## src/rtl/gpr_arbiter_pkg.sv

```systemverilog
// Shared types and constants for the GPR arbiter.
//   state_e    : issue FSM states (idle, core issue, debug issue)
//   REG_ADDR_W : register address width
//   XLEN       : register data width
//   REG_X0     : hard-wired zero register address
package gpr_arbiter_pkg;

  localparam int unsigned REG_ADDR_W = 5;
  localparam int unsigned XLEN       = 32;
  localparam logic [REG_ADDR_W-1:0] REG_X0 = 5'd0;

  typedef enum logic [1:0] {
    StIdle      = 2'd0,
    StIssueCore = 2'd1,
    StIssueDbg  = 2'd2
  } state_e;

endpackage

```

## src/rtl/gpr_arbiter_if.sv

```systemverilog
// Bundle of all requester and register-file signals around the GPR arbiter.
//   slave  : arbiter view (requests in, grants/read data/gpr controls out)
//   master : environment view (core, debug unit and gpr model)
// Optional macro GPR_ARBITER_LOCK_EN adds dbg_lock.
interface gpr_arbiter_if;
  import gpr_arbiter_pkg::*;

  logic                  core_valid;
  logic                  core_ready;
  logic [REG_ADDR_W-1:0] core_ra;
  logic [REG_ADDR_W-1:0] core_rb;
  logic [REG_ADDR_W-1:0] core_rd;
  logic                  core_we;
  logic [XLEN-1:0]       core_wdata;
  logic [XLEN-1:0]       core_qa;
  logic [XLEN-1:0]       core_qb;
  logic                  core_rvalid;

  logic                  dbg_valid;
  logic                  dbg_ready;
  logic [REG_ADDR_W-1:0] dbg_addr;
  logic                  dbg_we;
  logic [XLEN-1:0]       dbg_wdata;
  logic [XLEN-1:0]       dbg_rdata;
  logic                  dbg_rvalid;
`ifdef GPR_ARBITER_LOCK_EN
  logic                  dbg_lock;
`endif

  logic [REG_ADDR_W-1:0] gpr_ra;
  logic [REG_ADDR_W-1:0] gpr_rb;
  logic [REG_ADDR_W-1:0] gpr_rd;
  logic                  gpr_we;
  logic [XLEN-1:0]       gpr_di;
  logic [XLEN-1:0]       gpr_qa;
  logic [XLEN-1:0]       gpr_qb;

  modport slave (
    input  core_valid, core_ra, core_rb, core_rd, core_we, core_wdata,
    output core_ready, core_qa, core_qb, core_rvalid,
    input  dbg_valid, dbg_addr, dbg_we, dbg_wdata,
`ifdef GPR_ARBITER_LOCK_EN
    input  dbg_lock,
`endif
    output dbg_ready, dbg_rdata, dbg_rvalid,
    output gpr_ra, gpr_rb, gpr_rd, gpr_we, gpr_di,
    input  gpr_qa, gpr_qb
  );

  modport master (
    output core_valid, core_ra, core_rb, core_rd, core_we, core_wdata,
    input  core_ready, core_qa, core_qb, core_rvalid,
    output dbg_valid, dbg_addr, dbg_we, dbg_wdata,
`ifdef GPR_ARBITER_LOCK_EN
    output dbg_lock,
`endif
    input  dbg_ready, dbg_rdata, dbg_rvalid,
    input  gpr_ra, gpr_rb, gpr_rd, gpr_we, gpr_di,
    output gpr_qa, gpr_qb
  );

endinterface

```

## src/rtl/gpr_arbiter_starve.sv

```systemverilog
// Saturating wait counter used to detect debug starvation.
//   clk, rst_n : clock, async active-low reset
//   inc_i      : count one more waiting cycle (saturates at STARVE_MAX)
//   clr_i      : return to zero (wins over inc_i)
//   at_max_o   : counter equals STARVE_MAX
module gpr_arbiter_starve #(
  parameter int unsigned STARVE_MAX = 8,
  parameter int unsigned CNT_W      = 8
) (
  input  logic clk,
  input  logic rst_n,
  input  logic inc_i,
  input  logic clr_i,
  output logic at_max_o
);

  logic [CNT_W-1:0] cnt_q, cnt_d;

  assign at_max_o = (cnt_q == CNT_W'(STARVE_MAX));

  always_comb begin
    cnt_d = cnt_q;
    if (clr_i) begin
      cnt_d = '0;
    end else if (inc_i && !at_max_o) begin
      cnt_d = cnt_q + CNT_W'(1);
    end
  end

  always_ff @(posedge clk or negedge rst_n) begin
    if (!rst_n) begin
      cnt_q <= '0;
    end else begin
      cnt_q <= cnt_d;
    end
  end

endmodule

```

## src/rtl/gpr_arbiter.sv

```systemverilog
// Arbitrates the single GPR file between the core pipeline and the debug unit.
// Core has fixed priority; debug preempts after STARVE_MAX waiting cycles.
// Each accepted request is issued to the gpr in the following cycle and its
// read data is returned with an rvalid pulse one cycle after that.
//   clk, rst_n : clock, async active-low reset
//   bus        : gpr_arbiter_if.slave (core/debug handshakes, gpr controls)
// Optional macro GPR_ARBITER_LOCK_EN: dbg_lock lets debug hold off the core.
module gpr_arbiter
  import gpr_arbiter_pkg::*;
#(
  parameter int unsigned STARVE_MAX = 8,
  parameter int unsigned CNT_W      = 8
) (
  input logic             clk,
  input logic             rst_n,
  gpr_arbiter_if.slave    bus
);

  state_e                state_q;
  logic [REG_ADDR_W-1:0] ra_q, rb_q, rd_q;
  logic [XLEN-1:0]       di_q;
  logic                  we_q;
  logic [XLEN-1:0]       core_qa_q, core_qb_q, dbg_rdata_q;
  logic                  core_rvalid_q, dbg_rvalid_q;
  logic                  at_max, preempt, core_ready, dbg_ready, hold_core;

`ifdef GPR_ARBITER_LOCK_EN
  logic lock_q;
  assign hold_core = lock_q;
`else
  assign hold_core = 1'b0;
`endif

  gpr_arbiter_starve #(
    .STARVE_MAX (STARVE_MAX),
    .CNT_W      (CNT_W)
  ) u_starve (
    .clk      (clk),
    .rst_n    (rst_n),
    .inc_i    (bus.dbg_valid && !dbg_ready),
    .clr_i    (dbg_ready || !bus.dbg_valid),
    .at_max_o (at_max)
  );

  // While locked, debug is granted even with core_valid high so it can unlock.
  always_comb begin
    preempt    = bus.dbg_valid && at_max;
    core_ready = bus.core_valid && !preempt && !hold_core;
    dbg_ready  = bus.dbg_valid && (!bus.core_valid || preempt || hold_core);
  end

  always_ff @(posedge clk or negedge rst_n) begin
    if (!rst_n) begin
      state_q       <= StIdle;
      ra_q          <= '0;
      rb_q          <= '0;
      rd_q          <= '0;
      di_q          <= '0;
      we_q          <= 1'b0;
      core_qa_q     <= '0;
      core_qb_q     <= '0;
      dbg_rdata_q   <= '0;
      core_rvalid_q <= 1'b0;
      dbg_rvalid_q  <= 1'b0;
`ifdef GPR_ARBITER_LOCK_EN
      lock_q        <= 1'b0;
`endif
    end else begin
      // Capture the read data of the transaction issued in this cycle.
      core_rvalid_q <= (state_q == StIssueCore);
      dbg_rvalid_q  <= (state_q == StIssueDbg);
      if (state_q == StIssueCore) begin
        core_qa_q <= (ra_q == REG_X0) ? '0 : bus.gpr_qa;
        core_qb_q <= (rb_q == REG_X0) ? '0 : bus.gpr_qb;
      end
      if (state_q == StIssueDbg) begin
        dbg_rdata_q <= (ra_q == REG_X0) ? '0 : bus.gpr_qa;
      end

      // Load the next issue; idle zeroes every gpr control.
      if (core_ready) begin
        state_q <= StIssueCore;
        ra_q    <= bus.core_ra;
        rb_q    <= bus.core_rb;
        rd_q    <= bus.core_rd;
        di_q    <= bus.core_wdata;
        we_q    <= bus.core_we;
      end else if (dbg_ready) begin
        state_q <= StIssueDbg;
        ra_q    <= bus.dbg_addr;
        rb_q    <= '0;
        rd_q    <= bus.dbg_addr;
        di_q    <= bus.dbg_wdata;
        we_q    <= bus.dbg_we;
      end else begin
        state_q <= StIdle;
        ra_q    <= '0;
        rb_q    <= '0;
        rd_q    <= '0;
        di_q    <= '0;
        we_q    <= 1'b0;
      end

`ifdef GPR_ARBITER_LOCK_EN
      if (dbg_ready) begin
        lock_q <= bus.dbg_lock;
      end
`endif
    end
  end

  assign bus.core_ready  = core_ready;
  assign bus.dbg_ready   = dbg_ready;
  assign bus.gpr_ra      = ra_q;
  assign bus.gpr_rb      = rb_q;
  assign bus.gpr_rd      = rd_q;
  assign bus.gpr_di      = di_q;
  // Writes to x0 never reach the register file.
  assign bus.gpr_we      = (state_q != StIdle) && we_q && (rd_q != REG_X0);
  assign bus.core_qa     = core_qa_q;
  assign bus.core_qb     = core_qb_q;
  assign bus.core_rvalid = core_rvalid_q;
  assign bus.dbg_rdata   = dbg_rdata_q;
  assign bus.dbg_rvalid  = dbg_rvalid_q;

endmodule

```

## src/flat_wrapper.sv

```systemverilog
// flat-port wrapper written by rule: the top's interface ports become plain ports
module gpr_arbiter_flat import gpr_arbiter_pkg::*;
#(
  parameter int unsigned STARVE_MAX = 8,
  parameter int unsigned CNT_W      = 8
)
  (clk, rst_n, bus_core_valid, bus_core_ra, bus_core_rb, bus_core_rd, bus_core_we, bus_core_wdata, bus_core_ready, bus_core_qa, bus_core_qb, bus_core_rvalid, bus_dbg_valid, bus_dbg_addr, bus_dbg_we, bus_dbg_wdata, bus_dbg_ready, bus_dbg_rdata, bus_dbg_rvalid, bus_gpr_ra, bus_gpr_rb, bus_gpr_rd, bus_gpr_we, bus_gpr_di, bus_gpr_qa, bus_gpr_qb);
  gpr_arbiter_if bus_i ();
  input logic clk;
  input logic rst_n;
  input wire logic [$bits(bus_i.core_valid)-1:0] bus_core_valid;
  input wire logic [$bits(bus_i.core_ra)-1:0] bus_core_ra;
  input wire logic [$bits(bus_i.core_rb)-1:0] bus_core_rb;
  input wire logic [$bits(bus_i.core_rd)-1:0] bus_core_rd;
  input wire logic [$bits(bus_i.core_we)-1:0] bus_core_we;
  input wire logic [$bits(bus_i.core_wdata)-1:0] bus_core_wdata;
  output wire logic [$bits(bus_i.core_ready)-1:0] bus_core_ready;
  output wire logic [$bits(bus_i.core_qa)-1:0] bus_core_qa;
  output wire logic [$bits(bus_i.core_qb)-1:0] bus_core_qb;
  output wire logic [$bits(bus_i.core_rvalid)-1:0] bus_core_rvalid;
  input wire logic [$bits(bus_i.dbg_valid)-1:0] bus_dbg_valid;
  input wire logic [$bits(bus_i.dbg_addr)-1:0] bus_dbg_addr;
  input wire logic [$bits(bus_i.dbg_we)-1:0] bus_dbg_we;
  input wire logic [$bits(bus_i.dbg_wdata)-1:0] bus_dbg_wdata;
  output wire logic [$bits(bus_i.dbg_ready)-1:0] bus_dbg_ready;
  output wire logic [$bits(bus_i.dbg_rdata)-1:0] bus_dbg_rdata;
  output wire logic [$bits(bus_i.dbg_rvalid)-1:0] bus_dbg_rvalid;
  output wire logic [$bits(bus_i.gpr_ra)-1:0] bus_gpr_ra;
  output wire logic [$bits(bus_i.gpr_rb)-1:0] bus_gpr_rb;
  output wire logic [$bits(bus_i.gpr_rd)-1:0] bus_gpr_rd;
  output wire logic [$bits(bus_i.gpr_we)-1:0] bus_gpr_we;
  output wire logic [$bits(bus_i.gpr_di)-1:0] bus_gpr_di;
  input wire logic [$bits(bus_i.gpr_qa)-1:0] bus_gpr_qa;
  input wire logic [$bits(bus_i.gpr_qb)-1:0] bus_gpr_qb;
  assign bus_i.core_valid = bus_core_valid;
  assign bus_i.core_ra = bus_core_ra;
  assign bus_i.core_rb = bus_core_rb;
  assign bus_i.core_rd = bus_core_rd;
  assign bus_i.core_we = bus_core_we;
  assign bus_i.core_wdata = bus_core_wdata;
  assign bus_core_ready = bus_i.core_ready;
  assign bus_core_qa = bus_i.core_qa;
  assign bus_core_qb = bus_i.core_qb;
  assign bus_core_rvalid = bus_i.core_rvalid;
  assign bus_i.dbg_valid = bus_dbg_valid;
  assign bus_i.dbg_addr = bus_dbg_addr;
  assign bus_i.dbg_we = bus_dbg_we;
  assign bus_i.dbg_wdata = bus_dbg_wdata;
  assign bus_dbg_ready = bus_i.dbg_ready;
  assign bus_dbg_rdata = bus_i.dbg_rdata;
  assign bus_dbg_rvalid = bus_i.dbg_rvalid;
  assign bus_gpr_ra = bus_i.gpr_ra;
  assign bus_gpr_rb = bus_i.gpr_rb;
  assign bus_gpr_rd = bus_i.gpr_rd;
  assign bus_gpr_we = bus_i.gpr_we;
  assign bus_gpr_di = bus_i.gpr_di;
  assign bus_i.gpr_qa = bus_gpr_qa;
  assign bus_i.gpr_qb = bus_gpr_qb;
  gpr_arbiter #(.STARVE_MAX(STARVE_MAX), .CNT_W(CNT_W)) u_core (.clk(clk), .rst_n(rst_n), .bus(bus_i));
endmodule
```

## config.mk

```make
export PLATFORM = sky130hd
export DESIGN_NAME = gpr_arbiter_flat
export DESIGN_NICKNAME = d
export VERILOG_FILES = /design/src/rtl/gpr_arbiter_pkg.sv /design/src/rtl/gpr_arbiter_if.sv /design/src/rtl/gpr_arbiter_starve.sv /design/src/rtl/gpr_arbiter.sv /design/src/flat_wrapper.sv
export SDC_FILE = /design/constraint.sdc
export NUM_CORES = 1
export LEC_CHECK = 0
export BUFFER_PORTS_ARGS = -buffer_cell sky130_fd_sc_hd__buf_2
export CORE_ASPECT_RATIO = 1.25
export CORE_MARGIN = 2
export CORE_UTILIZATION = 40
export CTS_BUF_LIST = sky130_fd_sc_hd__clkbuf_2 sky130_fd_sc_hd__clkbuf_4 sky130_fd_sc_hd__clkbuf_8
export DETAILED_ROUTE_END_ITERATION = 8
export PLACE_DENSITY = 0.84
export SLEW_MARGIN = 40
export SYNTH_ARGS = -nofsm -noshare
export SYNTH_HDL_FRONTEND = slang
export SYNTH_SLANG_ARGS = --single-unit
```

## constraint.sdc

```tcl
create_clock -name clk -period 2.1 [get_ports clk]
set_input_delay 0.42 -clock clk [delete_from_list [all_inputs] [get_ports clk]]
set_output_delay 0.42 -clock clk [all_outputs]
set_load 0.1 [all_outputs]
```

==> impl_metrics.py <==
metrics = {
    "power": {
        "peakVddDrop_uv": 506,
        "p_leak_nw": 4.24,
        "power_density_mw_per_mm2": 1130,
        "p_total_mw": 9.38,
    },
    "synthesis": {
        "synth-seq-cells": 156,
        "syn_area_mm2": 0.00612,
        "avgSynthCellArea_um2": 10.7,
        "syn_inst": 574,
        "syn-num-nets": 730,
        "synth-warning-count": 0,
        "yosysUniqueCellTypes": 28,
        "seq_area_frac_synth": 0.637,
    },
    "finish": {
        "drive_gt1_frac": 0.418,
        "antenna_cells": 0,
        "num-fill-cells": 1299,
        "areaGrowthSynthToFinish_pct": 35.5,
        "layout.nets": 1021,
        "fin_util": 0.555,
    },
    "clocking": {
        "cts.sinks": 156,
        "cts_tree": "done",
        "clk_pin_slew_ns": 0.08,
        "cts_root_buffer": "clkbuf_8",
        "clock_insertion_delay_worst_skew_ns": 0.44,
        "cts_max_path_buffers": 2,
        "htreeDepth": 4,
        "numCtsBuffers": 17,
    },
    "grt": {
        "antenna_found_initial": 0,
        "grt_max_degree": 80,
        "grtUsageTotal": 0.212,
        "grt_pass1_wl_um": 26800,
        "grt_overflow": 0,
        "grt_pass1_vias": 5263,
    },
    "hold_path": {
        "hold_depth": 2,
        "worstHoldStart": "bus_core_rb[3]",
        "whs_endpoint": "u_core.bus.gpr_rb[3]",
        "min_path_type": "input port to register",
    },
    "status": {
        "status": "complete, but fails checks",
        "violations": "negative setup slack",
    },
    "sta": {
        "setup_ws_ns": -0.334,
        "tightest_slew_ns": 0.590,
        "rsz0062_at_grt": "true",
        "slew_headroom": 0.607,
        "final_max_slew_viol_count": 0,
        "fin_worst_skew_ns": 0.0106,
        "period_minus_slack_ns": 2.43,
        "setup_viol": 2,
        "fin_crit_sh": 1.16,
        "max_freq_ghz": 0.411,
        "hold_violations": 0,
    },
    "worst_setup_path": {
        "ff2ff_setup_slack_ns": 0.14,
        "worst-setup-path-type": "register to primary output",
        "worstPathCellList": "inv_1, ha_1, or4b_4, o21a_4, nor2b_4, buf_12",
        "critPathCaptureType": "primary output",
        "crit_path_start_kind": "register",
        "worstPathMaxFanout": 3,
        "worstPathArrival_ns": 2.01,
        "r2r_cells": 7,
        "required_ns": 1.68,
        "timing.rr.start": "u_core.u_starve.cnt_q[0]",
        "cp_slowest_stage_delay_ns": 0.46,
        "worst_r2r_endpoint": "u_core.bus.gpr_rb[2]",
        "slowest_stage": "or4b_4",
    },
    "floorplanning": {
        "fp-row-count": 50,
        "start_util": 0.410,
        "die_x_um": 115,
        "die_h_um": 142,
        "dieArea_mm2": 0.0163,
        "io-pin-count": 302,
        "coreArea_mm2": 0.0150,
    },
    "placement": {
        "place.gp.congestion": 0.810,
        "port_buffers": 301,
        "dp_hpwl_um": 12700,
    },
    "detailed_routing": {
        "drtIter0Drc": 242,
        "antenna_left": 0,
        "vias": 5489,
        "routed_via_density": 5.18,
        "drc_errors": 0,
        "first_pass_iters": 4,
        "routed_wl_um": 17400,
        "wl_per_cell_um": 16.4,
    },
    "flow_run": {
        "maxCapViolations": 0,
    },
}
cells by family after synthesis:
logic type / Yosys count / synth area share
compound gates: 225 / 0.223
flops: 156 / 0.637
simple gates: 132 / 0.0905
buf+inv: 56 / 0.0407
xor+xnor: 3 / 0.00429
fa+ha+maj: 2 / 0.00409
routing by layer:
metal  GRT usage  vias up  part of all wire
met5           0        -                 0
met3      0.0686       33             0.081
li1            -     2604                 -
met2       0.356      244              0.50
met4      0.0911        0             0.029
met1       0.249     2608              0.39
worst max-delay path by stage:
stage               depth (start not counted)       endpoint                startpoint
floorplan                                   6  bus_dbg_ready  u_core.u_starve.cnt_q[0]
global placement                            6  bus_dbg_ready  u_core.u_starve.cnt_q[0]
detailed placement                          6  bus_dbg_ready  u_core.u_starve.cnt_q[0]
CTS                                         6  bus_dbg_ready  u_core.u_starve.cnt_q[0]
global route                                6  bus_dbg_ready  u_core.u_starve.cnt_q[0]
finish                                      6  bus_dbg_ready  u_core.u_starve.cnt_q[0]
synthesized netlist by cell type (all sizes together):
| master | count | area share |
|---|---|---|
| nand4bb | 1 | 0.0018 |
| ha | 2 | 0.0041 |
| or3 | 3 | 0.0031 |
| nand2b | 2 | 0.0020 |
| nand3 | 3 | 0.0025 |
| o21a | 1 | 0.0025 |
| inv | 4 | 0.0025 |
| or4 | 1 | 0.0012 |
| nor2 | 6 | 0.0037 |
| a22o | 32 | 0.046 |
| o21ai | 143 | 0.12 |
| nand4 | 1 | 0.0010 |
| and2 | 5 | 0.0051 |
| clkbuf | 41 | 0.025 |
| and3 | 1 | 0.0010 |
| nor2b | 2 | 0.0020 |
| nor3 | 2 | 0.0016 |
| xnor2 | 1 | 0.0014 |
| xor2 | 2 | 0.0029 |
| or4b | 1 | 0.0016 |
| o211ai | 44 | 0.054 |
| nand2 | 104 | 0.064 |
| buf | 11 | 0.013 |
| a21oi | 5 | 0.0041 |
| dfrtp | 156 | 0.64 |
critical path: cells and delay by family, from the launching register on:
kind	cells	cell delay [ns]
buffers and inverters	2	0.24
adders and majority gates	1	0.13
AOI/OAI and AO/OA	1	0.24
DFF	1	0.39
and+or+nand+nor	2	0.59
final cells by class:
cell class              instances  area [um^2]  area share
flip-flops and latches        156         3910       0.471
multi-input cells             362         2010       0.243
repair buffers                324         1760       0.212
clock buffers                  19          255      0.0308
well taps                     182          228      0.0274
clock inverters                13          116      0.0140
inverters                       4         15.0     0.00181
power breakdown:
part           leakage, nW  total, mW  switching [mW]  internal [mW]
Clock                0.186       2.11            1.12          0.986
Combinational         2.10       3.76            3.19          0.565
Sequential            1.95       3.51           0.169           3.35
metrics by stage:
stage / cell area, um^2 / hold WS (ns) / setup slack, ns / TNS, ns / instances
after CTS: 8290 / 0.150 / -0.385 / -0.636 / 1060
final: 8300 / 0.188 / -0.334 / -0.534 / 1060
after detailed placement: 7900 / 0.417 / 0.0780 / 0 / 1026
after global placement: 7900 / 0.413 / 0.106 / 0 / 1026
after floorplan: 6150 / 0.124 / -0.214 / -0.214 / 574
after global routing: 8300 / 0.156 / -0.439 / -0.732 / 1060
placed cells by master, fill, tap and decap left out, types with 5 or more instances in the layout:
cell and n:
dfrtp_1 152, a22o_1 32, nand2_1 104, o21ai_1 43, o21ai_0 100, nor2_1 6
and2_1 5, clkbuf_8 18, buf_4 20, buf_2 296, o211ai_1 44, buf_12 5
sequential cells by signal (all words and copies together), names as in the netlist:
register and flops:
u_core.bus.core_qa 32, u_core.bus.core_qb 32, u_core.state_q 2, u_core.we_q 1, u_core.bus.dbg_rvalid 1, u_core.bus.core_rvalid 1
u_core.u_starve.cnt_q 8, u_core.bus.gpr_ra 5, u_core.bus.gpr_rb 5, u_core.bus.gpr_rd 5, u_core.bus.dbg_rdata 32, u_core.bus.gpr_di 32
what timing repair did:
item,4_1_cts,5_1_grt
buffers inserted,1,0
hold buffers,1,0
endpoints found under the setup margin,2,3
endpoints found under the hold margin,50,0
gates resized for setup,1,1
(Power assumes the default switching activity.)
